### config.mk
export PLATFORM = sky130hd
export DESIGN_NAME = dct_quantize_flat
export DESIGN_NICKNAME = d
export VERILOG_FILES = /design/src/rtl/dct_pkg.sv /design/src/rtl/dct_quantize_if.sv /design/src/rtl/q_mul_round.sv /design/src/rtl/dct_quantize.sv /design/src/flat_wrapper.sv
export SDC_FILE = /design/constraint.sdc
export NUM_CORES = 1
export LEC_CHECK = 0
export BUFFER_PORTS_ARGS = -buffer_cell sky130_fd_sc_hd__buf_2
export CAP_MARGIN = 0
export CORE_ASPECT_RATIO = 1.2
export CORE_MARGIN = 1
export CORE_UTILIZATION = 50
export DETAILED_ROUTE_END_ITERATION = 12
export GPL_ROUTABILITY_DRIVEN = 1
export GPL_TIMING_DRIVEN = 0
export PLACE_DENSITY = 0.77
export SYNTH_ARGS = -nofsm -noshare
export SYNTH_HDL_FRONTEND = slang
export SYNTH_SLANG_ARGS = --single-unit
### constraint.sdc
create_clock -name clk -period 11.1 [get_ports clk]
set_clock_uncertainty 0.1 [all_clocks]
set_input_delay 1.665 -clock clk [delete_from_list [all_inputs] [get_ports clk]]
set_output_delay 1.665 -clock clk [all_outputs]
set_load 0.005 [all_outputs]
### src/rtl/dct_pkg.sv
// Shared definitions for the DCT quantizer and its sibling DCT/cosine blocks.
package dct_pkg;

    localparam int NBITS    = 16;
    localparam int MAX_LOG2 = 8;

    typedef enum logic [2:0] {
        IDLE,
        REQ,
        WAIT,
        CALC,
        OUT
    } state_t;

    // Limit a requested pass length exponent to the largest supported one.
    function automatic logic [3:0] clamp_log2(input logic [3:0] req, input logic [3:0] max_log2);
        return (req > max_log2) ? max_log2 : req;
    endfunction

endpackage

### src/rtl/dct_quantize_if.sv
// Quantized output stream: valid/ready word with its coefficient index and end-of-pass marker.
interface dct_quantize_if #(
    parameter int NBITS  = dct_pkg::NBITS,
    parameter int ADDR_W = dct_pkg::MAX_LOG2
);
    logic                    out_valid;
    logic                    out_ready;
    logic signed [NBITS-1:0] out_data;
    logic [ADDR_W-1:0]       out_index;
    logic                    out_last;

    modport master (
        output out_valid,
        output out_data,
        output out_index,
        output out_last,
        input  out_ready
    );

    modport slave (
        input  out_valid,
        input  out_data,
        input  out_index,
        input  out_last,
        output out_ready
    );
endinterface

### src/rtl/q_mul_round.sv
// Multiply a coefficient by the reciprocal step, round half up, shift back to Q format and saturate.
module q_mul_round #(
    parameter int NBITS = dct_pkg::NBITS
) (
    input  logic signed [NBITS-1:0] coef,
    input  logic signed [NBITS-1:0] scale,
    input  logic [4:0]              frac,
    output logic signed [NBITS-1:0] result
);
    // One guard bit above the full product so the rounding add can never wrap.
    localparam int W = 2 * NBITS + 1;
    localparam logic signed [W-1:0] MAXV = (W'(1) <<< (NBITS - 1)) - W'(1);
    localparam logic signed [W-1:0] MINV = -(W'(1) <<< (NBITS - 1));

    logic signed [W-1:0] coef_x;
    logic signed [W-1:0] scale_x;
    logic signed [W-1:0] prod;
    logic signed [W-1:0] rnd;
    logic signed [W-1:0] sum;
    logic signed [W-1:0] shifted;

    // Full-precision product, half-LSB round, arithmetic shift, then clamp to the word range.
    always_comb begin
        coef_x  = W'(coef);
        scale_x = W'(scale);
        prod    = coef_x * scale_x;
        rnd     = '0;
        if (frac != 5'd0) begin
            rnd = W'(1) <<< (frac - 5'd1);
        end
        sum     = prod + rnd;
        shifted = sum >>> frac;
        if (shifted > MAXV) begin
            result = MAXV[NBITS-1:0];
        end else if (shifted < MINV) begin
            result = MINV[NBITS-1:0];
        end else begin
            result = shifted[NBITS-1:0];
        end
    end
endmodule

### src/rtl/dct_quantize.sv
// Reads DCT coefficients one at a time, quantizes each and streams them out with index and last flag.
module dct_quantize
    import dct_pkg::*;
#(
    parameter int NBITS    = dct_pkg::NBITS,
    parameter int MAX_LOG2 = dct_pkg::MAX_LOG2
) (
    input  logic                    clk,
    input  logic                    reset,
    input  logic                    start,
    input  logic [3:0]              log2_size,
    input  logic [4:0]              m_int,
    input  logic signed [NBITS-1:0] qscale,
    output logic [MAX_LOG2-1:0]     dct_addr,
    output logic                    dct_read,
    input  logic signed [NBITS-1:0] dct_readdata,
    input  logic                    dct_done,
    dct_quantize_if.master          out,
    output logic                    busy
);
    // One extra index bit so a full-size pass reaches its last index without wrapping.
    localparam int IDX_W = MAX_LOG2 + 1;

    state_t                  state;
    logic [IDX_W-1:0]        index;
    logic [IDX_W-1:0]        last_idx;
    logic [4:0]              frac_q;
    logic signed [NBITS-1:0] qscale_q;
    logic signed [NBITS-1:0] coef_q;
    logic signed [NBITS-1:0] q_result;

    q_mul_round #(.NBITS(NBITS)) u_mul (
        .coef   (coef_q),
        .scale  (qscale_q),
        .frac   (frac_q),
        .result (q_result)
    );

    // Pass sequencer: request, wait for data, quantize, hand off; all outputs registered.
    always_ff @(posedge clk or posedge reset) begin
        if (reset) begin
            state         <= IDLE;
            index         <= '0;
            last_idx      <= '0;
            frac_q        <= '0;
            qscale_q      <= '0;
            coef_q        <= '0;
            dct_read      <= 1'b0;
            dct_addr      <= '0;
            out.out_valid <= 1'b0;
            out.out_data  <= '0;
            out.out_index <= '0;
            out.out_last  <= 1'b0;
            busy          <= 1'b0;
        end else begin
            case (state)
                IDLE: begin
                    if (start) begin
                        qscale_q <= qscale;
                        frac_q   <= (m_int >= 5'(NBITS - 1)) ? 5'd0 : 5'(NBITS - 1) - m_int;
                        last_idx <= (IDX_W'(1) << clamp_log2(log2_size, 4'(MAX_LOG2))) - IDX_W'(1);
                        index    <= '0;
                        dct_addr <= '0;
                        dct_read <= 1'b1;
                        busy     <= 1'b1;
                        state    <= REQ;
                    end
                end
                REQ: begin
                    state <= WAIT;
                end
                WAIT: begin
                    if (dct_done) begin
                        coef_q   <= dct_readdata;
                        dct_read <= 1'b0;
                        state    <= CALC;
                    end
                end
                CALC: begin
                    out.out_data  <= q_result;
                    out.out_index <= index[MAX_LOG2-1:0];
                    out.out_last  <= (index == last_idx);
                    out.out_valid <= 1'b1;
                    state         <= OUT;
                end
                OUT: begin
                    if (out.out_ready) begin
                        out.out_valid <= 1'b0;
                        out.out_last  <= 1'b0;
                        if (out.out_last) begin
                            busy  <= 1'b0;
                            state <= IDLE;
                        end else begin
                            index    <= index + IDX_W'(1);
                            dct_addr <= MAX_LOG2'(index + IDX_W'(1));
                            dct_read <= 1'b1;
                            state    <= REQ;
                        end
                    end
                end
                default: begin
                    state <= IDLE;
                end
            endcase
        end
    end
endmodule
### src/flat_wrapper.sv
// flat-port wrapper written by rule: the top's interface ports become plain ports
module dct_quantize_flat import dct_pkg::*;
#(
    parameter int NBITS    = dct_pkg::NBITS,
    parameter int MAX_LOG2 = dct_pkg::MAX_LOG2
)
  (clk, reset, start, log2_size, m_int, qscale, dct_addr, dct_read, dct_readdata, dct_done, busy, out_out_valid, out_out_data, out_out_index, out_out_last, out_out_ready);
  dct_quantize_if #(.NBITS(NBITS)) out_i ();
  input  logic clk;
  input  logic reset;
  input  logic start;
  input  logic [3:0] log2_size;
  input  logic [4:0] m_int;
  input  logic signed [NBITS-1:0] qscale;
  output logic [MAX_LOG2-1:0] dct_addr;
  output logic dct_read;
  input  logic signed [NBITS-1:0] dct_readdata;
  input  logic dct_done;
  output logic busy;
  output wire logic [$bits(out_i.out_valid)-1:0] out_out_valid;
  output wire logic [$bits(out_i.out_data)-1:0] out_out_data;
  output wire logic [$bits(out_i.out_index)-1:0] out_out_index;
  output wire logic [$bits(out_i.out_last)-1:0] out_out_last;
  input wire logic [$bits(out_i.out_ready)-1:0] out_out_ready;
  assign out_out_valid = out_i.out_valid;
  assign out_out_data = out_i.out_data;
  assign out_out_index = out_i.out_index;
  assign out_out_last = out_i.out_last;
  assign out_i.out_ready = out_out_ready;
  dct_quantize #(.NBITS(NBITS), .MAX_LOG2(MAX_LOG2)) u_core (.clk(clk), .reset(reset), .start(start), .log2_size(log2_size), .m_int(m_int), .qscale(qscale), .dct_addr(dct_addr), .dct_read(dct_read), .dct_readdata(dct_readdata), .dct_done(dct_done), .out(out_i), .busy(busy));
endmodule
# == After elaboration in Yosys (flattened, before gate mapping) ==
# Cells that the tools add are included.
# word_totals
regBits,94
input_bits,46
out_inout_bits,36
elab_cells,77
# classes
addsub,5
multipliers,1
order_cmp,4
n_eq_ne,10
n_shift,3
mux,29
n_reduce_logical,12
# ops
op,count
adder 33 bit,1
"greater-than comparator 33 x 16 -> 1 bit, second input constant",1
"less-than comparator 33 x 16 -> 1 bit, second input constant",1
2-to-1 mux 33 bit,1
"<<< shifter 2 x 5 -> 33 bit, first input constant",1
>>> shifter 33 x 5 -> 33 bit,1
multiplier 16 x 16 -> 32 bit,1
2-to-1 mux 16 bit,2
2-to-1 mux 9 bit,3
2-to-1 mux 8 bit,3
one-hot mux 9 bit (2 select lines),1
one-hot mux 8 bit (2 select lines),1
one-hot mux 3 bit (5 select lines),1
"adder 9 x 1 -> 9 bit, second input constant",1
equality test 9 bit,1
2-to-1 mux 3 bit,3
"left shift 1 x 4 -> 9 bit, first input constant",1
"subtractor 9 x 2 -> 9 bit, second input constant",1
2-to-1 mux 1 bit,8
"inequality test 2 bit, second input constant",4
AND reduction 4 bit,2
"equality test 3 x 2 -> 1 bit, second input constant",2
one-hot mux 1 bit (2 select lines),3
AND reduction 2 bit,3
other kinds (16),17

# == Depth between registers and ports, before layout ==
# logic_depth
word_depth,8
mapped_depth,45
mapped_depth_nobuf,41

# == Cells and area by module ==
# Synthesis repeated with hierarchy kept, for this count alone.
# unflattened
cells_unflattened,2265
area_unflattened_um2,19459.9
# modules_own_cells
module,instances,cells_per_inst,area_each_um2,seq_area_each_um2
q_mul_round,1,1951,15671.3,0.0
dct_quantize,1,314,3788.6,2152.1

# == Worst setup path before layout ==
# OpenSTA, ideal clock, no wires.
# synth_timing
path_type,register to register
start,reg u_core.qscale_q[6]
end,reg u_core.out.out_data[0]
setup_ps,143
arrival_time_ps,9791
required_ps,10857
path_slack_ps,1067
stages_incl_launch_ff,42
n_path_buf,3
period_less_slack_ps,10033
path_cell_list,dfrtp_1 -> clkbuf_1 -> and2_1 -> fa_1 -> inv_1 -> fa_1 -> fa_1 -> inv_1 -> ha_1 -> fa_1 -> inv_1 -> fa_1 -> inv_1 -> ha_1 -> a211o_1 -> o2111ai_1 -> nand2_1 -> and2_1 -> [... 6 more ...] -> xnor2_1 -> ha_1 -> buf_2 -> a21oi_1 -> o21ai_0 -> a2111oi_2 -> o2111ai_1 -> a211oi_2 -> nor4_2 -> o32a_4 -> nand2_2 -> a221oi_2 -> or4_1 -> or4_1 -> a21o_1 -> mux2i_4 -> buf_6 -> o211ai_1
# synth_between
elab_chain_len,6
word_cells_on_any_way,7
classes_between,add/sub (1); mul (1); order compare (2); shift (1); mux (2)
# synth_lines
element,line,rtl
"start, declared",dct_quantize.sv:28,logic signed [NBITS-1:0] qscale_q;
"start signal, assigned",dct_quantize.sv:59,qscale_q <= qscale;
multiplier 16 x 16 -> 32 bit *,q_mul_round.sv:26,prod = coef_x * scale_x;
adder 33 bit *,q_mul_round.sv:31,sum = prod + rnd;
>>> shifter 33 x 5 -> 33 bit *,q_mul_round.sv:32,shifted = sum >>> frac;
less-than comparator 33 x 16 -> 1 bit,q_mul_round.sv:35,end else if (shifted < MINV) begin
2-to-1 mux 16 bit,q_mul_round.sv:35,
2-to-1 mux 16 bit *,q_mul_round.sv:33,if (shifted > MAXV) begin
"end signal, assigned",dct_quantize.sv:80,out.out_data <= q_result;
"end, declared",dct_quantize_if.sv:14,"output out_data,"
# Every way passes the cells marked *; elsewhere a longest branch is shown, timed or not.
# A chain may end at the register's enable or synchronous reset.

# == Worst setup path in the final report ==
# layout_timing
start,reg u_core.qscale_q[3]
end,reg u_core.out.out_data[2]
# The elaborated chain is that of the path after synthesis.

==> run_results.csv <==
group,metric,value,unit
drt,dr.first_iter.drc_count,1376,
drt,drc,0,
worst_setup_path,cp.arrival,10920,ps
floorplanning,core_area,37800,µm²
worst_setup_path,critical_path.max_fanout,10,
place,gp_congestion,1.03,
synthesis,yosysTopAreaCell,"fa_1",
grt,antenna_found_initial,1,
synthesis,synth.area.top_cells,"fa_1 28%, dfrtp_1 11%, ha_1 7.6%",
synthesis,syn_inst,2277,
clock_network,clk_pin_slew,80,ps
synthesis,synth_area,19100,µm²
worst_setup_path,path_common_cell,"fa_1",
status,status,"complete, no violations",
hold_path,hold_start,"u_core.out.out_index[2]$_DFFE_PP0P_",
cells_and_area,final_core_util,55.8,%
floorplanning,die_w,181,µm
drt,antenna_left,0,
timing,timing.setup.tns,0,ps
synthesis,syn-mean-instance-area,8.40,µm²
cells_and_area,diodes,0,
worst_setup_path,crit_family,"adder cells",
synthesis,synth_edf_count,0,
clock_network,cts_made_buffers,9,
drt,avgViaCountPerCell,6.12,
floorplanning,start_util,50.6,%
timing,drv_slew,0,
cells_and_area,drive_above_1_share,13.7,%
synthesis,synth-warning-count,0,
timing,max_clock_freq,92.5,MHz
run,drv_cap,0,
place,place_ws,-949,ps
worst_setup_path,startpoint,"u_core.qscale_q[3]$_DFFE_PP0P_",
cells_and_area,fillers,3434,
timing,post-route-period-util,97.4,%
clock_network,cts_tree,"done",
grt,grt_pass1_vias,18400,
floorplanning,dieArea,39000,µm²
worst_setup_path,r2r_start,"u_core.qscale_q[3]$_DFFE_PP0P_",
synthesis,synth_top_area_share,27.5,%
timing,hold_violations,0,
drt,wl_per_cell,22.0,µm
cells_and_area,syn_to_final_growth,10.2,%
synthesis,ys_ff_latch,86,
drt,drt-total-wl,63.2,mm
grt,grt_max_degree,55,
cells_and_area,layout.nets,2811,
drt,drt-pass1-iter-count,6,
timing,hold_ws,381,ps
worst_setup_path,start_kind,"register",
floorplanning,ios,82,
synthesis,synth-seq-area-share,11.3,%
grt,grt_overflow,0,
floorplanning,fp.dieH,216,µm
hold_path,min_path_type,"reg -> reg",
worst_setup_path,critPathCaptureType,"register",
worst_setup_path,worst-setup-path-type,"reg -> reg",
worst_setup_path,slowest_delay,560,ps
timing,tightest_slew,1020,ps
floorplanning,rows,78,
drt,vias,17600,
clock_network,cts-root-buf,"clkbuf_16",
clock_network,clockBufferDepth,2,
clock_network,cts_sinks,86,
grt,grt_use_total,33.2,%
worst_setup_path,slowest_stage,"fa_1",
worst_setup_path,path_buf_inv,6,
place,numPortBuffers,80,
clock_network,cts_htree_levels,3,
worst_setup_path,worstPathRequired,11220,ps
synthesis,async_reset_ff_share,100,%
synthesis,synth_ff_type,"dfrtp_1",
synthesis,synth.distinct_cells,108,
clock_network,clkLatencyLatePin,370,ps
timing,relSlewSlack,31.3,%
place,hpwlAfterDp,52.3,mm
synthesis,synth_fp_nets,2702,
timing,layout_min_cycle_time,10810,ps
timing,finalSetupViolCount,0,
grt,grt_pass1_wl,101,mm
timing,setup_ws,293,ps
[area by class of cell]
type	count	area [µm²]	share of cell area [%]
Buffer	118	598	2.84
Clock buffer	9	225	1.07
Clock inverter	7	75.1	0.356
Inverter	299	1120	5.34
Multi-Input combinational cell	1771	15700	74.5
Sequential cell	86	2180	10.3
Tap cell	480	601	2.85
Timing Repair Buffer	101	578	2.74
[kinds of logic (layout without fill, tap and decap cells)]
kind of cell | after synthesis | in the layout | share of synthesized area [%]
xor+xnor | 71 | 71 | 3.33
compound gates | 443 | 443 | 16.6
simple gates | 821 | 821 | 21.4
flops | 86 | 86 | 11.3
other cells | 1 | 1 | 0.0196
mux | 56 | 56 | 3.60
buf+inv | 420 | 534 | 8.70
fa+ha+maj | 379 | 379 | 35.1
[sequential cells by signal, summed over array words and instances (netlist names)]
signal	cells
u_core.dct_read	1
u_core.qscale_q	16
u_core.index	9
u_core.frac_q	5
u_core.state	3
u_core.coef_q	16
u_core.busy	1
u_core.out.out_last	1
u_core.out.out_valid	1
u_core.out.out_index	8
u_core.out.out_data	16
u_core.last_idx	9
[per-stage QoR]
step	cells	instance area, µm²
after global routing	2871	21100
after global placement	2837	20100
after detailed placement	2839	20200
final	2871	21100
after floorplan	2277	19100
after CTS	2857	20600
[Yosys cell counts (9+ instances only)]
master,n
a211o_1,13
a211oi_1,15
a21o_1,19
a21oi_1,103
a221oi_1,20
a31oi_1,15
and2_1,155
buf_1,12
buf_2,9
buf_4,14
clkbuf_1,82
dfrtp_1,86
fa_1,263
ha_1,116
inv_1,298
mux2_2,22
mux2i_1,26
nand2_1,296
nand2b_1,16
nand3_1,38
nand4_1,12
nor2_1,144
nor3_1,57
nor4_1,10
o2111ai_1,9
o211ai_1,32
o21a_1,17
o21ai_0,57
o21bai_1,11
o22ai_1,13
or3_1,24
xnor2_1,46
xor2_1,24
[placed cells by master, fill, tap and decap left out, types with 13 or more instances in the layout]
master / n
mux2i_1: 24
a211oi_1: 15
nor2_1: 142
dfrtp_1: 64
nand3_1: 38
a21oi_1: 98
or3_1: 24
o21a_1: 17
o22ai_1: 13
mux2_2: 22
and2_1: 155
buf_4: 39
clkbuf_1: 49
xor2_1: 24
a21o_1: 19
nor3_1: 53
o21ai_0: 53
ha_1: 113
xnor2_1: 44
nand2b_1: 16
buf_2: 94
inv_1: 297
dfrtp_2: 22
a221oi_1: 18
nand2_1: 295
o211ai_1: 32
clkbuf_2: 14
fa_1: 263
[worst paths after layout]
check | endpoint | slack (ps) | depth (start not counted)
hold / removal | u_core.out.out_index[2]$_DFFE_PP0P_ | 380 | 2
setup reg to reg | u_core.out.out_data[2]$_DFFE_PP0P_ | 290 | 41
setup / recovery | u_core.out.out_data[2]$_DFFE_PP0P_ | 290 | 41
max in group asynchronous | u_core.frac_q[3]$_DFFE_PP0P_ | 9040 | 3
hold reg to reg | u_core.out.out_index[2]$_DFFE_PP0P_ | 380 | 2
min in group asynchronous | u_core.coef_q[2]$_DFFE_PP0P_ | 1220 | 2
[timing repair]
action | in CTS | in global routing
setup endpoints to repair | 15 | 16
endpoints found under the hold margin | 0 | 0
buffers inserted | 2 | 17
hold buffers | 0 | 0
pin swaps | 2 | 18
resized for setup | 51 | 111
[per-layer routing]
layer | GRT usage [%] | routed length (µm) | vias up
met3 | 5.06 | 3580 | 278
met2 | 57.9 | 31100 | 740
li1 | - | - | 7909
met5 | 0 | 11 | -
met4 | 24.7 | 5620 | 2
met1 | 36.7 | 22900 | 8629
[tightest hold or removal path: cells and delay by family (launching register included)]
kind          cells  cell delay [ps]
flops             1              350
simple gates      2              110
Power is not shown: default switching activity piles up to over one toggle a cycle in this logic, so the estimate is an artifact.
